File: src/rtl/spart_tx_sched.sv
// Round-robin scheduler sharing one UART transmitter among NUM_REQ byte requesters.
// Baud divisor writes are held pending and applied only while the transmitter is idle.
module spart_tx_sched #(
    parameter int                NUM_REQ      = 4,
    parameter int                BAUD_W       = 16,
    parameter logic [BAUD_W-1:0] BAUD_DEFAULT = 16'd433,
    localparam int               ID_W         = (NUM_REQ > 1) ? $clog2(NUM_REQ) : 1
) (
    input  logic                 clk,
    input  logic                 rst,
    input  logic [NUM_REQ-1:0]   req_valid,
    input  logic [NUM_REQ*8-1:0] req_data,
    output logic [NUM_REQ-1:0]   req_ready,
    input  logic                 baud_wr,
    input  logic [BAUD_W-1:0]    baud_wdata,
    output logic [BAUD_W-1:0]    baud_rate,
    output logic                 baud_pending,
    output logic                 trmt,
    output logic [7:0]           tx_data,
    input  logic                 tx_done,
    output logic                 busy,
    output logic [ID_W-1:0]      grant_id
);

    localparam int SUM_W = ID_W + 1;

    typedef enum logic [1:0] {
        ST_IDLE,
        ST_ISSUE,
        ST_LAUNCH,
        ST_BUSY
    } state_t;

    state_t            state_reg, state_next;
    logic [ID_W-1:0]   grant_id_reg;
    logic [7:0]        tx_data_reg;
    logic [BAUD_W-1:0] baud_rate_reg;
    logic [BAUD_W-1:0] baud_pend_val_reg;
    logic              baud_pending_reg;

    logic [7:0]        req_bytes [NUM_REQ];
    logic [SUM_W-1:0]  cand_sum  [NUM_REQ];
    logic [ID_W-1:0]   cand_idx  [NUM_REQ];
    logic [NUM_REQ-1:0] cand_valid;
    logic [ID_W-1:0]   grant_idx;
    logic              grant_found;
    logic              accept;
    logic              apply;

    // Candidate gi is the requester gi+1 places after the last grant, wrapped mod NUM_REQ.
    generate
        for (genvar gi = 0; gi < NUM_REQ; gi++) begin : g_cand
            assign req_bytes[gi]  = req_data[8*gi +: 8];
            assign cand_sum[gi]   = {1'b0, grant_id_reg} + SUM_W'(gi + 1);
            assign cand_idx[gi]   = (cand_sum[gi] >= SUM_W'(NUM_REQ))
                                  ? (cand_sum[gi][ID_W-1:0] - ID_W'(NUM_REQ))
                                  : cand_sum[gi][ID_W-1:0];
            assign cand_valid[gi] = req_valid[cand_idx[gi]];
        end
    endgenerate

    always_comb begin
        grant_found = 1'b0;
        grant_idx   = '0;
        for (int i = NUM_REQ - 1; i >= 0; i--) begin
            if (cand_valid[i]) begin
                grant_found = 1'b1;
                grant_idx   = cand_idx[i];
            end
        end
    end

    always_comb begin
        state_next = state_reg;
        accept     = 1'b0;
        apply      = 1'b0;
        case (state_reg)
            ST_IDLE: begin
                if (baud_pending_reg) begin
                    apply = 1'b1;
                end else if (grant_found) begin
                    accept     = 1'b1;
                    state_next = ST_ISSUE;
                end
            end
            ST_ISSUE:  state_next = ST_LAUNCH;
            // tx_done may still hold the previous frame's level here.
            ST_LAUNCH: state_next = ST_BUSY;
            ST_BUSY: begin
                if (tx_done) begin
                    state_next = ST_IDLE;
                end
            end
            default:   state_next = ST_IDLE;
        endcase
    end

    always_ff @(posedge clk) begin
        if (rst) begin
            state_reg         <= ST_IDLE;
            grant_id_reg      <= ID_W'(NUM_REQ - 1);
            tx_data_reg       <= '0;
            baud_rate_reg     <= BAUD_DEFAULT;
            baud_pend_val_reg <= '0;
            baud_pending_reg  <= 1'b0;
        end else begin
            state_reg <= state_next;
            if (accept) begin
                tx_data_reg  <= req_bytes[grant_idx];
                grant_id_reg <= grant_idx;
            end
            if (apply) begin
                baud_rate_reg <= baud_pend_val_reg;
            end
            // A write arriving on the apply cycle stays pending for the next idle cycle.
            if (baud_wr) begin
                baud_pend_val_reg <= baud_wdata;
                baud_pending_reg  <= 1'b1;
            end else if (apply) begin
                baud_pending_reg  <= 1'b0;
            end
        end
    end

    // Strobes are suppressed while reset is held so nothing is accepted or launched.
    assign req_ready    = (accept && !rst) ? (NUM_REQ'(1) << grant_idx) : '0;
    assign trmt         = (state_reg == ST_ISSUE) && !rst;
    assign busy         = (state_reg != ST_IDLE);
    assign tx_data      = tx_data_reg;
    assign grant_id     = grant_id_reg;
    assign baud_rate    = baud_rate_reg;
    assign baud_pending = baud_pending_reg;

endmodule

File: config.mk
export PLATFORM = sky130hd
export DESIGN_NAME = spart_tx_sched
export DESIGN_NICKNAME = d
export VERILOG_FILES = /design/src/rtl/spart_tx_sched.sv
export SDC_FILE = /design/constraint.sdc
export NUM_CORES = 1
export LEC_CHECK = 0
export CAP_MARGIN = 10
export CORE_UTILIZATION = 40
export CTS_BUF_LIST = sky130_fd_sc_hd__clkbuf_8
export CTS_CLUSTER_DIAMETER = 100
export DETAILED_ROUTE_END_ITERATION = 10
export PLACE_DENSITY = 0.79
export SYNTH_ARGS = -nofsm -noshare
export SYNTH_HDL_FRONTEND = slang
export SYNTH_SLANG_ARGS = --single-unit
File: constraint.sdc
create_clock -name clk -period 1.82 [get_ports clk]
set_input_delay 0.273 -clock clk [delete_from_list [all_inputs] [get_ports clk]]
set_output_delay 0.273 -clock clk [all_outputs]
set_load 0.02 [all_outputs]
### After elaboration in Yosys (flattened, before gate mapping)

Index checks and enable logic that the tools add are counted.

* register bits after elaboration: 45
* input port bits: 56
* word-level logic and storage cells: 61

* add/subtract/negate cells: 4
* magnitude comparators: 5
* eq/ne operators: 6
* shift-type cells: 1
* mux-type cells: 31
* bitwise logic cells: 1
* reduce and logical (&&, ||, !) cells: 7

Operators by type and width (number)
* $bmux 8 s2: 1
* $mux 8: 2
* $mux 1: 15
* $mux 2: 7
* $lt 2x3->1 const B: 4
* $bmux 1 s2: 4
* $pmux 2 s4: 1
* $ne 2x2->1 const B: 3
* $add 2x1->2 const B: 2
* $add 2x2->2 const B: 2
* $eq 2x2->1 const B: 2
* $mux 4: 1
* $reduce_bool 2->1: 2
* $shl 1x2->4 const A: 1
* $ge 3x3->1 const B: 1
* $not 2->3: 1
* $reduce_and 3->1: 1
* $eq 2x1->1 const B: 1
* $logic_and 1x1->1: 2
* $logic_not 2->1: 1
* $logic_not 1->1: 1

### Logic depth before layout (Yosys ltp)

* word-level depth: 12
* gate-level depth with buffers: 8

### Worst setup path before layout

OpenSTA, ideal clock, no wires.

* kind: register -> output
* start point: register state_reg[0]
* end point: output req_ready[0]
* arrival time: 1732 ps
* required time: 1547 ps
* path slack: -185 ps
* stages on the path, launching flop included: 8
* cell sequence: dfxtp_1 inv_1 ha_1 inv_2 nor4_4 nand2b_1 buf_2 nor2_1

* longest elaborated chain between the ends: 4

RTL lines
* from (decl): RTL line 34 `state_t state_reg, state_next;`
* from (signal assigned): RTL line 107 `state_reg <= state_next;`
* $logic_not 2->1: RTL line 77 `case (state_reg)`
* $mux 1: RTL line 77
* $logic_and 1x1->1: RTL line 126 `assign req_ready = (accept && !rst) ? (NUM_REQ'(1) << grant_idx) : '0;`
* $mux 4: RTL line 126
* to (decl): RTL line 13 `output logic [NUM_REQ-1:0] req_ready,`

No other way between the ends.

### Final worst setup path

* start point: register state_reg[1]
* end point: output req_ready[0]

The elaborated chain is that of the path after synthesis.

==> out/qor.yml <==
status: "finished, violations left"
violations: "setup timing"
grt_pass1_vias: 1824
max_stage_delay_ns: 0.33
nFillCells: 407
drtPass1Iterations: 4
synthTopCellsByArea: "dfxtp_1 (43%), mux2i_1 (13%), nand2_1 (8.0%), nor2_1 (4.4%), o211ai_2 (4.1%)"
dr.first_iter.drc_count: 69
die_area_um2: 5570
maxCapViolations: 0
synth_top_area_share_pct: 42.7
cp-start-kind: "register"
syn_area_per_cell_um2: 9.10
critPathKind: "register to output pin"
clock-root-buffer: "clkbuf_8"
antenna_found_initial: 0
yosysWarnings: 0
rsz0062_at_grt: "yes"
power_mw: 3.86
antenna_cells: 0
peakVddDrop_uv: 640
whs_path_depth: 2
cp.arrival_ns: 1.60
die_x_um: 74.7
gp_congestion: 0.772
ys_seq_area_share_pct: 42.7
nets: 405
clock_skew_ns: 0.00759
maxClockFrequency_mhz: 534
numCtsBuffers: 5
row_count: 26
fp.dieH_um: 74.7
syn_area_um2: 2110
fin_crit_sh_pct: 103
synth-main-ff-cell: "dfxtp_1"
reg2reg_from: "state_reg[1]"
dp_hpwl_mm: 4.17
grt_overflow: 0
synthCells: 232
worstPathRequired_ns: 1.55
multiInputGateArea_um2: 1170
drt.antenna.violating_nets: 0
grt_pass1_wl_mm: 8.51
clk_path_buf_depth: 2
synthArstFlopShare_pct: 0
endpoint_kind: "output pin"
final_area_um2: 3450
via_count: 2007
r2r_slack_ns: 0.04
ctsHtreeMaxLevel: 2
synth_edf_count: 0
slew_viol_final: 0
portBuffers: 88
post_drt_wl_per_cell_um: 13.7
tightest_slew_ns: 0.594
path_max_fanout: 3
ctsHoldBuffers: 0
pin_count: 89
ff2ff_path_depth: 10
drc: 0
hold_viol: 0
slowest_stage: "dfxtp_2"
routed_wl_mm: 5.69
clk_latency_ns: 0.29
synth_cell_type_count: 31
final_util_pct: 67.6
hp-class: "register to register"
min-delay-start: "baud_pend_val_reg[13]"
syn_to_final_growth_pct: 63.5
initial_core_util_pct: 41.4
grt_max_degree: 40
yosys.area.top_type: "dfxtp_1"
ys_ff_latch: 45
p_leak_nw: 1.42
preCtsSetupSlack_ns: -0.663
globalRouteTotalUtil_pct: 20.2
layout-drive-gt1-share_pct: 22.3
coreArea_um2: 5110
cts_sinks: 45
placed_cell_area_um2: 3260
cts_tree: "done"
r2r-end: "tx_data[4]"
finalWorstSetupSlack_ns: -0.0541
setup_violations: 4
relSlewSlack_pct: 60.4
layout_common_cells: "clkdlybuf4s50_1 (79), nand2_1 (44), dfxtp_1 (42), mux2i_1 (27), buf_4 (27)"
layout_commonest_cell: "clkdlybuf4s50_1"
holdPathEnd: "baud_rate[13]"
synth_nets: 293
crit_chain: "inv_2 > ha_4 > inv_4 > nor4_4 > buf_4 > nand2b_4 > nor2_4 > buf_6"
register_area_um2: 905
finalCriticalPeriod_ns: 1.87
vias_per_cell: 4.84
path_clk_slew_ns: 0.09
power_density_nw_per_um2: 1120
==> area by class of cell <==
class | count | share of cell area, %
clock buffers | 6 | 2.39
flip-flops and latches | 45 | 26.2
multi-input cells | 167 | 33.8
clock inverters | 2 | 0.507
well taps | 70 | 2.54
repair buffers | 120 | 34.0
inverters | 5 | 0.616
==> metal layers <==
metal / wire length, µm / track usage [%] / vias to the layer above / part of all wire (%)
li1: - / - / 1017 / -
met1: 2600 / 26.1 / 929 / 46
met2: 2770 / 34.4 / 57 / 49
met3: 289 / 4.28 / 4 / 5.1
met4: 36 / 5.03 / 0 / 0.63
met5: 0 / 0 / - / 0
==> worst max-delay path, delay by kind of cell, from the launching register on <==
kind,cells,cell delay [ns]
buffers and inverters,4,0.42
DFF,1,0.33
adders and majority gates,1,0.15
and+or+nand+nor,3,0.42
==> cell usage after synthesis, types with 2 or more instances <==
| master | n |
|---|---|
| a21oi_1 | 14 |
| buf_4 | 3 |
| clkbuf_1 | 8 |
| o211ai_2 | 7 |
| nand3_1 | 14 |
| mux2i_1 | 27 |
| nand2_1 | 45 |
| inv_1 | 4 |
| nand2b_1 | 2 |
| nand3b_1 | 6 |
| nor2_1 | 25 |
| ha_1 | 5 |
| buf_2 | 2 |
| mux2_2 | 7 |
| nor4_4 | 2 |
| a211o_1 | 2 |
| dfxtp_1 | 45 |
==> metrics by stage <==
stage	hold slack (ns)	TNS [ns]	std cells
6_report	0.447	-0.143	415
5_1_grt	0.470	-0.851	415
4_1_cts	0.452	-0.251	412
3_5_place_dp	0.443	-6.21	402
3_3_place_gp	0.435	-5.73	402
2_1_floorplan	0.420	0	232
==> repair_timing <==
action,CTS,global route
pin swaps,5,3
setup buffers,2,2
cloned,0,1
gates resized for setup,41,4
endpoints found under the setup margin,10,12
==> logic make-up after synthesis <==
logic type	Yosys count	share of synthesized area [%]
multiplexers	34	16.5
AO/OA/AOI/OAI	29	11.3
flip-flops	45	42.7
adder cells (fa/ha/maj)	5	2.96
AND/OR/NAND/NOR	99	22.0
buffers and inverters	20	4.62
==> worst max-delay path by stage <==
stage / cells past startpoint / end / startpoint
2_1_floorplan: 7 / req_ready[0] / state_reg[0]
3_3_place_gp: 7 / req_ready[1] / req_valid[1]
3_5_place_dp: 7 / req_ready[0] / req_valid[0]
4_1_cts: 8 / req_ready[0] / state_reg[1]
5_1_grt: 8 / req_ready[0] / state_reg[1]
6_report: 8 / req_ready[0] / state_reg[1]
==> report_power, final <==
part           leakage [nW]  switching (mW)  internal (mW)
clock network        0.0518           0.344          0.315
registers             0.370           0.113           1.16
logic                  1.00           0.921           1.00
Power figures use the tool's default switching activity.
